`src/rtl/shift_request_queue.sv`:
```
// Buffered issue stage feeding a barrel shifter: FIFO of shift requests,
// registered result stage. Optional SHIFT_QUEUE_STATS_EN adds DoneCount.
//
// Ports:
//   Clock, ResetN        clock, synchronous active-low reset
//   InValid/InReady      request handshake
//   InData/InAmount      word to shift, left-shift amount
//   InShiftIn            fill bit for vacated LSBs
//   OutValid/OutReady    result handshake
//   OutData              registered shift result
//   Count                FIFO occupancy (excludes output register)
//   DoneCount            completed results (SHIFT_QUEUE_STATS_EN only)

module BarrelShifter #(
  parameter int DATAWIDTH = 32,
  localparam int muxNum = $clog2(DATAWIDTH)
) (
  input  logic [DATAWIDTH-1:0] In,
  input  logic [muxNum-1:0]    Amount,
  input  logic                 ShiftIn,
  output logic [DATAWIDTH-1:0] Out
);

  logic [muxNum:0][DATAWIDTH-1:0] stg;

  assign stg[0] = In;

  // Log-depth stages; stage i shifts by 2**i and fills with ShiftIn.
  for (genvar i = 0; i < muxNum; i++) begin : g_stage
    localparam int S = 1 << i;
    assign stg[i+1] = Amount[i]
      ? {stg[i][DATAWIDTH-1-S:0], {S{ShiftIn}}}
      : stg[i];
  end

  assign Out = stg[muxNum];

endmodule

module shift_request_queue #(
  parameter int DATAWIDTH = 32,
  parameter int DEPTH = 4,
  localparam int muxNum = $clog2(DATAWIDTH)
) (
  input  logic                     Clock,
  input  logic                     ResetN,
  input  logic                     InValid,
  output logic                     InReady,
  input  logic [DATAWIDTH-1:0]     InData,
  input  logic [muxNum-1:0]        InAmount,
  input  logic                     InShiftIn,
  output logic                     OutValid,
  input  logic                     OutReady,
  output logic [DATAWIDTH-1:0]     OutData,
  output logic [$clog2(DEPTH):0]   Count
`ifdef SHIFT_QUEUE_STATS_EN
  ,
  output logic [15:0]              DoneCount
`endif
);

  localparam int AW = $clog2(DEPTH);
  localparam int CW = AW + 1;
  localparam int EW = DATAWIDTH + muxNum + 1;

  logic [EW-1:0]        mem_q [DEPTH];
  logic [AW-1:0]        wptr_q, wptr_d;
  logic [AW-1:0]        rptr_q, rptr_d;
  logic [CW-1:0]        count_q, count_d;
  logic                 ovalid_q, ovalid_d;
  logic [DATAWIDTH-1:0] odata_q, odata_d;

  logic                 push;
  logic                 load;
  logic [EW-1:0]        head;
  logic [DATAWIDTH-1:0] head_data;
  logic [muxNum-1:0]    head_amt;
  logic                 head_fill;
  logic [DATAWIDTH-1:0] sh_res;

  assign InReady = (count_q != CW'(DEPTH));
  assign push    = InValid && InReady;
  assign load    = (count_q != '0) && (!ovalid_q || OutReady);

  assign head = mem_q[rptr_q];
  assign {head_data, head_amt, head_fill} = head;

  BarrelShifter #(.DATAWIDTH(DATAWIDTH)) u_shift (
    .In      (head_data),
    .Amount  (head_amt),
    .ShiftIn (head_fill),
    .Out     (sh_res)
  );

  always_comb begin
    wptr_d   = wptr_q;
    rptr_d   = rptr_q;
    count_d  = count_q;
    ovalid_d = ovalid_q;
    odata_d  = odata_q;
    // Pointers wrap naturally since DEPTH is a power of 2.
    if (push) wptr_d = wptr_q + AW'(1);
    if (load) begin
      rptr_d   = rptr_q + AW'(1);
      ovalid_d = 1'b1;
      odata_d  = sh_res;
    end else if (ovalid_q && OutReady) begin
      ovalid_d = 1'b0;
    end
    unique case ({push, load})
      2'b10:   count_d = count_q + CW'(1);
      2'b01:   count_d = count_q - CW'(1);
      default: count_d = count_q;
    endcase
  end

  always_ff @(posedge Clock) begin
    if (!ResetN) begin
      wptr_q   <= '0;
      rptr_q   <= '0;
      count_q  <= '0;
      ovalid_q <= 1'b0;
      odata_q  <= '0;
    end else begin
      wptr_q   <= wptr_d;
      rptr_q   <= rptr_d;
      count_q  <= count_d;
      ovalid_q <= ovalid_d;
      odata_q  <= odata_d;
    end
  end

  // Storage needs no reset: only entries below Count are ever read.
  always_ff @(posedge Clock) begin
    if (ResetN && push) begin
      mem_q[wptr_q] <= {InData, InAmount, InShiftIn};
    end
  end

  assign OutValid = ovalid_q;
  assign OutData  = odata_q;
  assign Count    = count_q;

`ifdef SHIFT_QUEUE_STATS_EN
  logic [15:0] done_q, done_d;

  always_comb begin
    done_d = done_q;
    if (ovalid_q && OutReady && (done_q != 16'hFFFF)) begin
      done_d = done_q + 16'd1;
    end
  end

  always_ff @(posedge Clock) begin
    if (!ResetN) done_q <= '0;
    else         done_q <= done_d;
  end

  assign DoneCount = done_q;
`endif

endmodule

```
`config.mk`:
```
export PLATFORM = sky130hd
export DESIGN_NAME = shift_request_queue
export DESIGN_NICKNAME = d
export VERILOG_FILES = /design/src/rtl/shift_request_queue.sv
export SDC_FILE = /design/constraint.sdc
export NUM_CORES = 1
export LEC_CHECK = 0
export BUFFER_PORTS_ARGS = -buffer_cell sky130_fd_sc_hd__buf_2
export CAP_MARGIN = 20
export CORE_MARGIN = 2
export CORE_UTILIZATION = 30
export CTS_CLUSTER_DIAMETER = 80
export DETAILED_ROUTE_END_ITERATION = 10
export REMOVE_ABC_BUFFERS = 1
export SLEW_MARGIN = 0
export SYNTH_ARGS = -nofsm -noshare
export SYNTH_HDL_FRONTEND = slang
export SYNTH_SLANG_ARGS = --single-unit
```
`constraint.sdc`:
```
create_clock -name Clock -period 5.5 [get_ports Clock]
set_clock_uncertainty 0.1 [all_clocks]
set_input_delay 1.65 -clock Clock [delete_from_list [all_inputs] [get_ports Clock]]
set_output_delay 1.65 -clock Clock [all_outputs]
set_load 0.02 [all_outputs]
```
Word-level counts from Yosys, hierarchy flattened

Memory sizes are Yosys's and may differ from the RTL's. A register that Yosys moved wholly into a read port is not among the register bits.
Cells that the tools add are included.

Register bits after elaboration: 40
Memory bits (writable): 152
Bits of input ports: 42
Output and inout port bits: 37
Word-level logic and storage cells: 34
Memories: 1

Memory list:

| memory | words | width | rd ports | clocked after memory_dff | write ports | line | source |
|---|---|---|---|---|---|---|---|
| mem_q  | 4     | 38    | 1        | 1                        | 1           | 66   | `logic [EW-1:0] mem_q [DEPTH];` |

Add/subtract/negate cells: 4
Equal/unequal tests: 3
Multiplexer cells: 12
Reduce and logical (&&, ||, !) cells: 9

Operators by type and width:

| cell                                                                   | number |
|---|---|
| 32-bit 2-to-1 mux                                                      | 5 |
| 3-bit case mux with 2 select lines                                     | 1 |
| 2-bit by 1-bit adder with 2-bit output (second input constant)         | 2 |
| 1-bit logical AND                                                      | 4 |
| 1-bit 2-to-1 mux                                                       | 4 |
| 2-bit 2-to-1 mux                                                       | 2 |
| 2-bit nonzero test                                                     | 2 |
| 3-bit by 1-bit adder with 3-bit output (second input constant)         | 1 |
| 3-bit inequality test (second input constant)                          | 1 |
| 3-bit nonzero test                                                     | 1 |
| 3-bit by 1-bit subtractor with 3-bit output (second input constant)    | 1 |
| 2-bit by 1-bit equality test with 1-bit output (second input constant) | 1 |
| 2-bit equality test (second input constant)                            | 1 |
| 1-bit zero test                                                        | 1 |
| 1-bit logical OR                                                       | 1 |

Longest topological paths before layout

Gate-level depths: netlist of the first run.

Depth in word-level cells: 5
Mapped depth: 11
Gate-level depth less buffers: 10

Modules after synthesis

From an unflattened synthesis of the first run, not the netlist that was laid out.

Cells, all modules: 612
Area, all modules: 9449.1 µm²

By module, submodules not included:

| module              | times used | cells each | area each (µm²) |
|---|---|---|---|
| shift_request_queue | 1          | 394        | 7334.5 |
| BarrelShifter       | 1          | 218        | 2114.5 |

Least setup slack after synthesis of the first run

No wires, ideal clock.

Kind: input -> register
Start point: input OutReady
End point: register count_q[2] (netlist: Count[2])
Setup time: 0.072 ns
Data arrival time: 3.618 ns
Data required time: 5.328 ns
Path slack: 1.710 ns
Stages on the path: 11
Buffers on the path: 2
Path through: inv_1 > a21o_1 > clkbuf_1 > inv_1 > clkbuf_1 > ha_1 > inv_1 > fa_1 > xor2_1 > or3_1 > a21oi_1

Longest elaborated chain between the ends: 4

Ends and longest elaborated chain:

| element                                                                               | line | source |
|---|---|---|
| start, declared                                                                       | 53   | `input logic OutReady,` |
| 1-bit logical OR (*)                                                                  | 83   | `assign load = (count_q != '0) && (!ovalid_q \|\| OutReady);` |
| 1-bit logical AND (*)                                                                 | 83   |  |
| named net load                                                                        | 74   | `logic load;` |
| 2-bit by 1-bit equality test with 1-bit output or 2-bit equality test (tied branches) | 110  | `unique case ({push, load})` |
| 3-bit case mux with 2 select lines or 2-bit nonzero test (tied branches)              | -    |  |
| end signal, assigned                                                                  | 127  | `count_q <= count_d;` |
| end, declared                                                                         | 69   | `logic [CW-1:0] count_q, count_d;` |

Mark *: on every way through the listed nets, which the timed path passes. The rest lies on a longest branch.
A chain may end at the register's enable or synchronous reset.

==> results.sh, run 1 <==
export IMPL_max_slew_margin_pct=37.30
export IMPL_root_buffer="clkbuf_16"
export IMPL_seq_power_share_pct=35.2
export IMPL_synth_area_per_cell_um2=14.37
export IMPL_p_comb_share_pct=42.5
export IMPL_fmax_mhz=289.6
export IMPL_cts_resized_gates=0
export IMPL_ff2ff_setup_slack_ns=2.05
export IMPL_cp_num_cells=6
export IMPL_syn_to_final_growth_pct=14.71
export IMPL_clock_path_buffers=2
export IMPL_p_per_area_nw_per_um2=546.6
export IMPL_dieWidth_um=174.8
export IMPL_cts_hold_fix_buffers=0
export IMPL_cts_tree="built"
export IMPL_design_core_area_um2=28700
export IMPL_ios=79
export IMPL_cp_end_kind="register"
export IMPL_portBuffers=78
export IMPL_synth_warnings=0
export IMPL_netlist_top_cell_by_area="edfxtp_1"
export IMPL_diodes=0
export IMPL_cp_cell_sequence="mux4_2 -> mux2_2 -> mux4_2 -> nand2b_1 -> a21boi_1 -> a211oi_1"
export IMPL_finalNetCount=724
export IMPL_crit_family="multiplexers"
export IMPL_drive_gt1_share_pct=29.90
export IMPL_hold_viol_final=0
export IMPL_synth_area_um2=8752
export IMPL_hp_class="register to register"
export IMPL_fin_crit_ns=3.453
export IMPL_rsz0062_at_grt="false"
export IMPL_cp_arrival_ns=3.67
export IMPL_ff2ff_path_depth=6
export IMPL_synth_most_common_cell="edfxtp_1"
export IMPL_period_share_pct=62.78
export IMPL_grt_start_max_net_pins=34
export IMPL_hpwlAfterDp_mm=14.06
export IMPL_die_area_um2=30560
export IMPL_vias=5544
export IMPL_grt_pass1_vias=5425
export IMPL_drtIter0Drc=464
export IMPL_critical_path_slowest_cell="dfxtp_2"
export IMPL_pwr_share_clk_pct=22.3
export IMPL_fp_dieH_um=174.8
export IMPL_hold_ws_ns=0.3534
export IMPL_grt_usage_pct=13.82
export IMPL_finalWeightedCongestion=0.9080
export IMPL_cts_made_buffers=17
export IMPL_p_sw_share_pct=39.41
export IMPL_htree_levels=4
export IMPL_status="complete, no violations"
export IMPL_finalSetupTns_ns=0
export IMPL_synth_top_area_share_pct=52.15
export IMPL_grt_antenna_before_repair=0
export IMPL_first_pass_iters=5
export IMPL_crit_end="OutData[29]$_SDFFE_PN0P_"
export IMPL_slew_viol_final=0
export IMPL_setup_viol=0
export IMPL_synth_cell_types=53
export IMPL_start_kind="register"
export IMPL_power_switching_mw=2.163
export IMPL_nFillCells=2811
export IMPL_synth_common_cells="edfxtp_1 (152), o21ai_0 (54), dfxtp_1 (42)"
export IMPL_ys_seq_area_share_pct=61.76
export IMPL_syn_inst=609
export IMPL_async_reset_ff_share_pct=0
export IMPL_maxCapViolCount=0
export IMPL_synthTopCellsByArea="edfxtp_1 (52%), mux4_2 (11%), dfxtp_1 (9.6%)"
export IMPL_cts_setup_buffers=0
export IMPL_insertion_delay_ns=0.45
export IMPL_rr_endpoint="OutData[29]$_SDFFE_PN0P_"
export IMPL_synth_seq_cells=194
export IMPL_required_ns=5.71
export IMPL_cts_sinks=194
export IMPL_cp_max_fo=33
export IMPL_p_leak_nw=3.363
export IMPL_ys_flop_type="edfxtp_1"
export IMPL_grt_pass1_wl_mm=31.93
export IMPL_rows=62
export IMPL_multi_input_area_um2=3077
export IMPL_detail_route_antenna_nets=0
export IMPL_crit_top_cell="mux4_2"
export IMPL_routed_wl_mm=20.67
export IMPL_crit_buf_inv=0
export IMPL_overflow=0
export IMPL_worst_slew_pin_slew_ns=0.9405
export IMPL_routedWlPerCell_um=19.26
export IMPL_peakVddDrop_v=0.0002366
export IMPL_viasPerCell=5.167
export IMPL_drc=0
export IMPL_regArea_um2=5408
export IMPL_utilization_pct=34.98
export IMPL_synth_edff_count=152
export IMPL_critPathKind="register to register"
export IMPL_intPower_mw=3.325
export IMPL_cp_slowest_stage_delay_ns=0.94
export IMPL_cts_reportedPaths_clkPinSlew_ns=0.07
export IMPL_initial_utilization_pct=30.49
## state kept, by name, indices dropped and copies added, names as in the netlist, named ones only
signal,count
wptr_q,2
OutValid,1
mem_q,152
OutData,32
rptr_q,2
Count,3
## tightest hold or removal path: stages (launching register included)
cell	delay, ns
dfxtp_1	0.31
nand2_1	0.05
a21oi_1	0.05
## worst min-delay path by stage
stage	cells past startpoint	from	end	slack, ns
final	2	OutData[4]$_SDFFE_PN0P_	OutData[4]$_SDFFE_PN0P_	0.35
after global routing	2	OutData[2]$_SDFFE_PN0P_	OutData[2]$_SDFFE_PN0P_	0.38
after CTS	2	OutData[4]$_SDFFE_PN0P_	OutData[4]$_SDFFE_PN0P_	0.36
after detailed placement	2	OutData[4]$_SDFFE_PN0P_	OutData[4]$_SDFFE_PN0P_	0.35
after global placement	2	OutData[4]$_SDFFE_PN0P_	OutData[4]$_SDFFE_PN0P_	0.34
after floorplan	2	wptr_q[1]$_SDFFE_PN0P_	wptr_q[1]$_SDFFE_PN0P_	0.37
## cell usage in the layout, fill, tap and decap left out, types with 24 or more instances in the layout
cell type / n
edfxtp_1: 152
buf_2: 78
o21ai_0: 54
mux4_2: 41
dfxtp_1: 40
a21oi_1: 32
mux2_2: 30
nor2_1: 29
o22ai_1: 28
nand2_1: 24
## layout make-up
type	instances	area share, %
clock inverters	13	1.383
well taps	384	4.786
repair buffers	87	4.561
multi-input cells	364	30.65
inverters	12	0.4487
clock buffers	19	4.312
flip-flops and latches	194	53.86
## power by group through the flow
stage          clock network (mW)  registers (mW)  logic (mW)
2_1_floorplan                   0            2.08        1.49
3_3_place_gp                    0            1.97        2.29
3_5_place_dp                    0            1.97        2.30
4_1_cts                      1.25            1.94        2.31
5_1_grt                      1.30            1.96        2.54
6_report                     1.23            1.93        2.33
## cell families (layout without fill, tap and decap cells)
logic type | Yosys count | in the layout | synth area share [%]
DFF | 194 | 194 | 61.76
AOI/OAI and AO/OA | 171 | 171 | 12.12
muxes | 90 | 90 | 16.64
buffers and inverters | 51 | 131 | 3.145
adders and majority gates | 6 | 6 | 0.9435
xor gates and xnor gates | 5 | 5 | 0.5004
and+or+nand+nor | 92 | 92 | 4.889
## per-layer routing
layer | vias to the layer above | track usage, % | wire [um]
li1 | 2566 | - | -
met1 | 2763 | 18.79 | 9315
met2 | 186 | 21.72 | 9766
met3 | 29 | 3.111 | 1142
met4 | 0 | 5.069 | 442
met5 | - | 0 | 0
## through the flow
| stage | cells | instance area (um2) | worst slack [ns] | power (mW) |
|---|---|---|---|---|
| finish | 1073 | 10040 | 2.047 | 5.488 |
| global route | 1073 | 10040 | 1.868 | 5.796 |
| CTS | 1073 | 10040 | 2.016 | 5.500 |
| detailed placement | 1041 | 9468 | 1.722 | 4.271 |
| global placement | 1041 | 9468 | 1.782 | 4.261 |
| floorplan | 570 | 8522 | 1.378 | 3.568 |
Power figures use the tool's default switching activity.
==> inputs of run 2 (changes only) <==
- clock period: 5.5 -> 2.8 ns (I/O delays scaled with it)
==> run 2 against run 1 <==
  * Sequential power increased by 91%
  * Worst hold slack improved by 0.0076 ns
  * Die area did not move
  * Sequential share of layout area is 1.7 points lower
  * Count of clock-buffer cells in the layout shrank 2
  * Critical path depth grew 1
  * Via count is 3.5% higher
  * Routed wire length up 5.0%
  * Combinational power is 120% higher
  * Cell area is 3.2% higher
  * Sequential cell count stayed put
  * Final cell count up 2.2%
  * Largest power group unchanged
  * Highest routed layer is now met5
==> results.sh, run 2 (synthesis results as in run 1) <==
export IMPL_cts_reportedPaths_clkPinSlew_ns=0.07
export IMPL_start_kind="register"
export IMPL_largest_reg_flops=152
export IMPL_stdcell_count=1097
export IMPL_grt_antenna_before_repair=2
export IMPL_fmax_mhz=365.5
export IMPL_grt_pass1_wl_mm=33.20
export IMPL_grt_usage_pct=14.25
export IMPL_nFillCells=2799
export IMPL_cp_end_kind="register"
export IMPL_hold_depth=2
export IMPL_cts_sinks=194
export IMPL_grt_start_max_net_pins=39
export IMPL_busiest_layer="met2"
export IMPL_die_area_um2=30560
export IMPL_ios=79
export IMPL_maxCapViolCount=0
export IMPL_overflow=0
export IMPL_routed_wl_mm=21.70
export IMPL_first_pass_iters=5
export IMPL_grt_pass1_vias=5560
export IMPL_design_core_area_um2=28700
export IMPL_power_switching_mw=4.386
export IMPL_viasPerCell=5.232
export IMPL_final_cell_mix="edfxtp_1 (152), buf_2 (78), o21ai_0 (53)"
export IMPL_slew_viol_final=0
export IMPL_required_ns=2.99
export IMPL_peakVddDrop_v=0.0004482
export IMPL_drc=0
export IMPL_hp_class="register to register"
export IMPL_grtUsageMet1_pct=19.20
export IMPL_routedWlPerCell_um=19.78
export IMPL_vias=5739
export IMPL_mostFrequentLayoutCell="edfxtp_1"
export IMPL_ff2ff_path_depth=7
export IMPL_final_area_um2=10360
export IMPL_worst_slew_pin_slew_ns=0.8431
export IMPL_fin_crit_ns=2.736
export IMPL_pwr_share_clk_pct=21.8
export IMPL_fp_dieH_um=174.8
export IMPL_p_per_area_nw_per_um2=1075
export IMPL_seq_power_share_pct=33.2
export IMPL_regMostFlops="mem_q"
export IMPL_p_comb_share_pct=45.0
export IMPL_finalNetCount=747
export IMPL_insertion_delay_ns=0.44
export IMPL_intPower_mw=6.753
export IMPL_rsz0062_at_grt="false"
export IMPL_dpl_cell_area_um2=9691
export IMPL_drtIter0Drc=629
export IMPL_max_slew_margin_pct=43.42
export IMPL_ff2ff_setup_slack_ns=0.06
export IMPL_htree_levels=4
export IMPL_cts_hold_fix_buffers=0
export IMPL_cts_tree="built"
export IMPL_status="complete, no violations"
export IMPL_initial_utilization_pct=30.49
export IMPL_hold_ws_ns=0.3610
export IMPL_finalWorstSetupSlack_ns=0.06366
export IMPL_detail_route_antenna_nets=0
export IMPL_rows=62
export IMPL_setup_viol=0
export IMPL_cts_made_buffers=17
export IMPL_cp_arrival_ns=2.93
export IMPL_p_sw_share_pct=39.37
export IMPL_critPathKind="register to register"
export IMPL_drive_gt1_share_pct=33.01
export IMPL_p_leak_nw=3.519
export IMPL_hpwlAfterDp_mm=14.63
export IMPL_finalWeightedCongestion=0.8920
export IMPL_root_buffer="clkbuf_16"
export IMPL_grt_use_met3_pct=3.177
export IMPL_portBuffers=78
export IMPL_syn_to_final_growth_pct=18.40
export IMPL_period_share_pct=97.73
export IMPL_hp_start="OutData[7]$_SDFFE_PN0P_"
export IMPL_grt_use_met2_pct=23.52
export IMPL_dp_slack_ns=0.01693
export IMPL_cp_max_fo=12
export IMPL_clock_path_buffers=2
export IMPL_dieWidth_um=174.8
export IMPL_hold_viol_final=0
export IMPL_dpl_cell_count=1059
run 2: cell count changes in the layout (fill, tap and decap cells not counted), sizes merged:
cell	previous run	this run
clkinv	1	9
buf	87	109
inv	20	17
clkbuf	19	17
mux4	41	42
diode	0	1
clkinvlp	3	0
run 2: worst paths after layout:
kind	to
setup reg to reg	OutData[29]$_SDFFE_PN0P_
setup / recovery	OutData[29]$_SDFFE_PN0P_
hold reg to reg	OutData[7]$_SDFFE_PN0P_
hold / removal	OutData[7]$_SDFFE_PN0P_
run 2: worst max-delay path, cell delays in order, from the launching register on:
cell and delay [ns]:
dfxtp_2 0.43, mux4_2 0.67, buf_4 0.19, mux2_2 0.31, mux4_2 0.50, nand2b_1 0.16, a21boi_1 0.16, a211oi_1 0.07
run 2: cell type report:
class	instances	area [um2]	area share, %
flip-flops and latches	194	5408	52.19
multi-input cells	365	3124	30.15
repair buffers	109	710.7	6.858
well taps	384	480.5	4.637
clock buffers	17	425.4	4.105
clock inverters	15	166.4	1.606
inverters	12	45.04	0.4347
diodes	1	2.502	0.02415
run 2: metal layers:
metal  routed length, um  up-vias
met5                  13        -
met4                 362        2
met3                1380       30
met2               10430      237
met1                9513     2852
li1                    -     2618
run 2: timing repair:
item | in CTS | in global routing
setup endpoints to repair | 1 | 10
cloned | 0 | 1
resized for setup | 1 | 6
buffers inserted | 0 | 4
endpoints found under the hold margin | 0 | 0
run 2: power groups by stage:
| stage | Clock (mW) | Combinational [mW] | Sequential [mW] |
|---|---|---|---|
| final | 2.43 | 5.02 | 3.69 |
| after global routing | 2.59 | 5.39 | 3.74 |
| after floorplan | 0 | 2.93 | 4.08 |
| after detailed placement | 0 | 4.85 | 3.76 |
| after CTS | 2.48 | 4.87 | 3.70 |
| after global placement | 0 | 4.85 | 3.76 |
run 2: per-stage QoR:
step | power [mW] | util (%) | setup TNS, ns
after floorplan | 7.009 | - | -34.59
after global placement | 8.608 | 33.76 | 0
after detailed placement | 8.609 | 33.76 | 0
after CTS | 11.05 | 35.82 | 0
after global routing | 11.71 | 36.09 | 0
final | 11.14 | 36.10 | 0
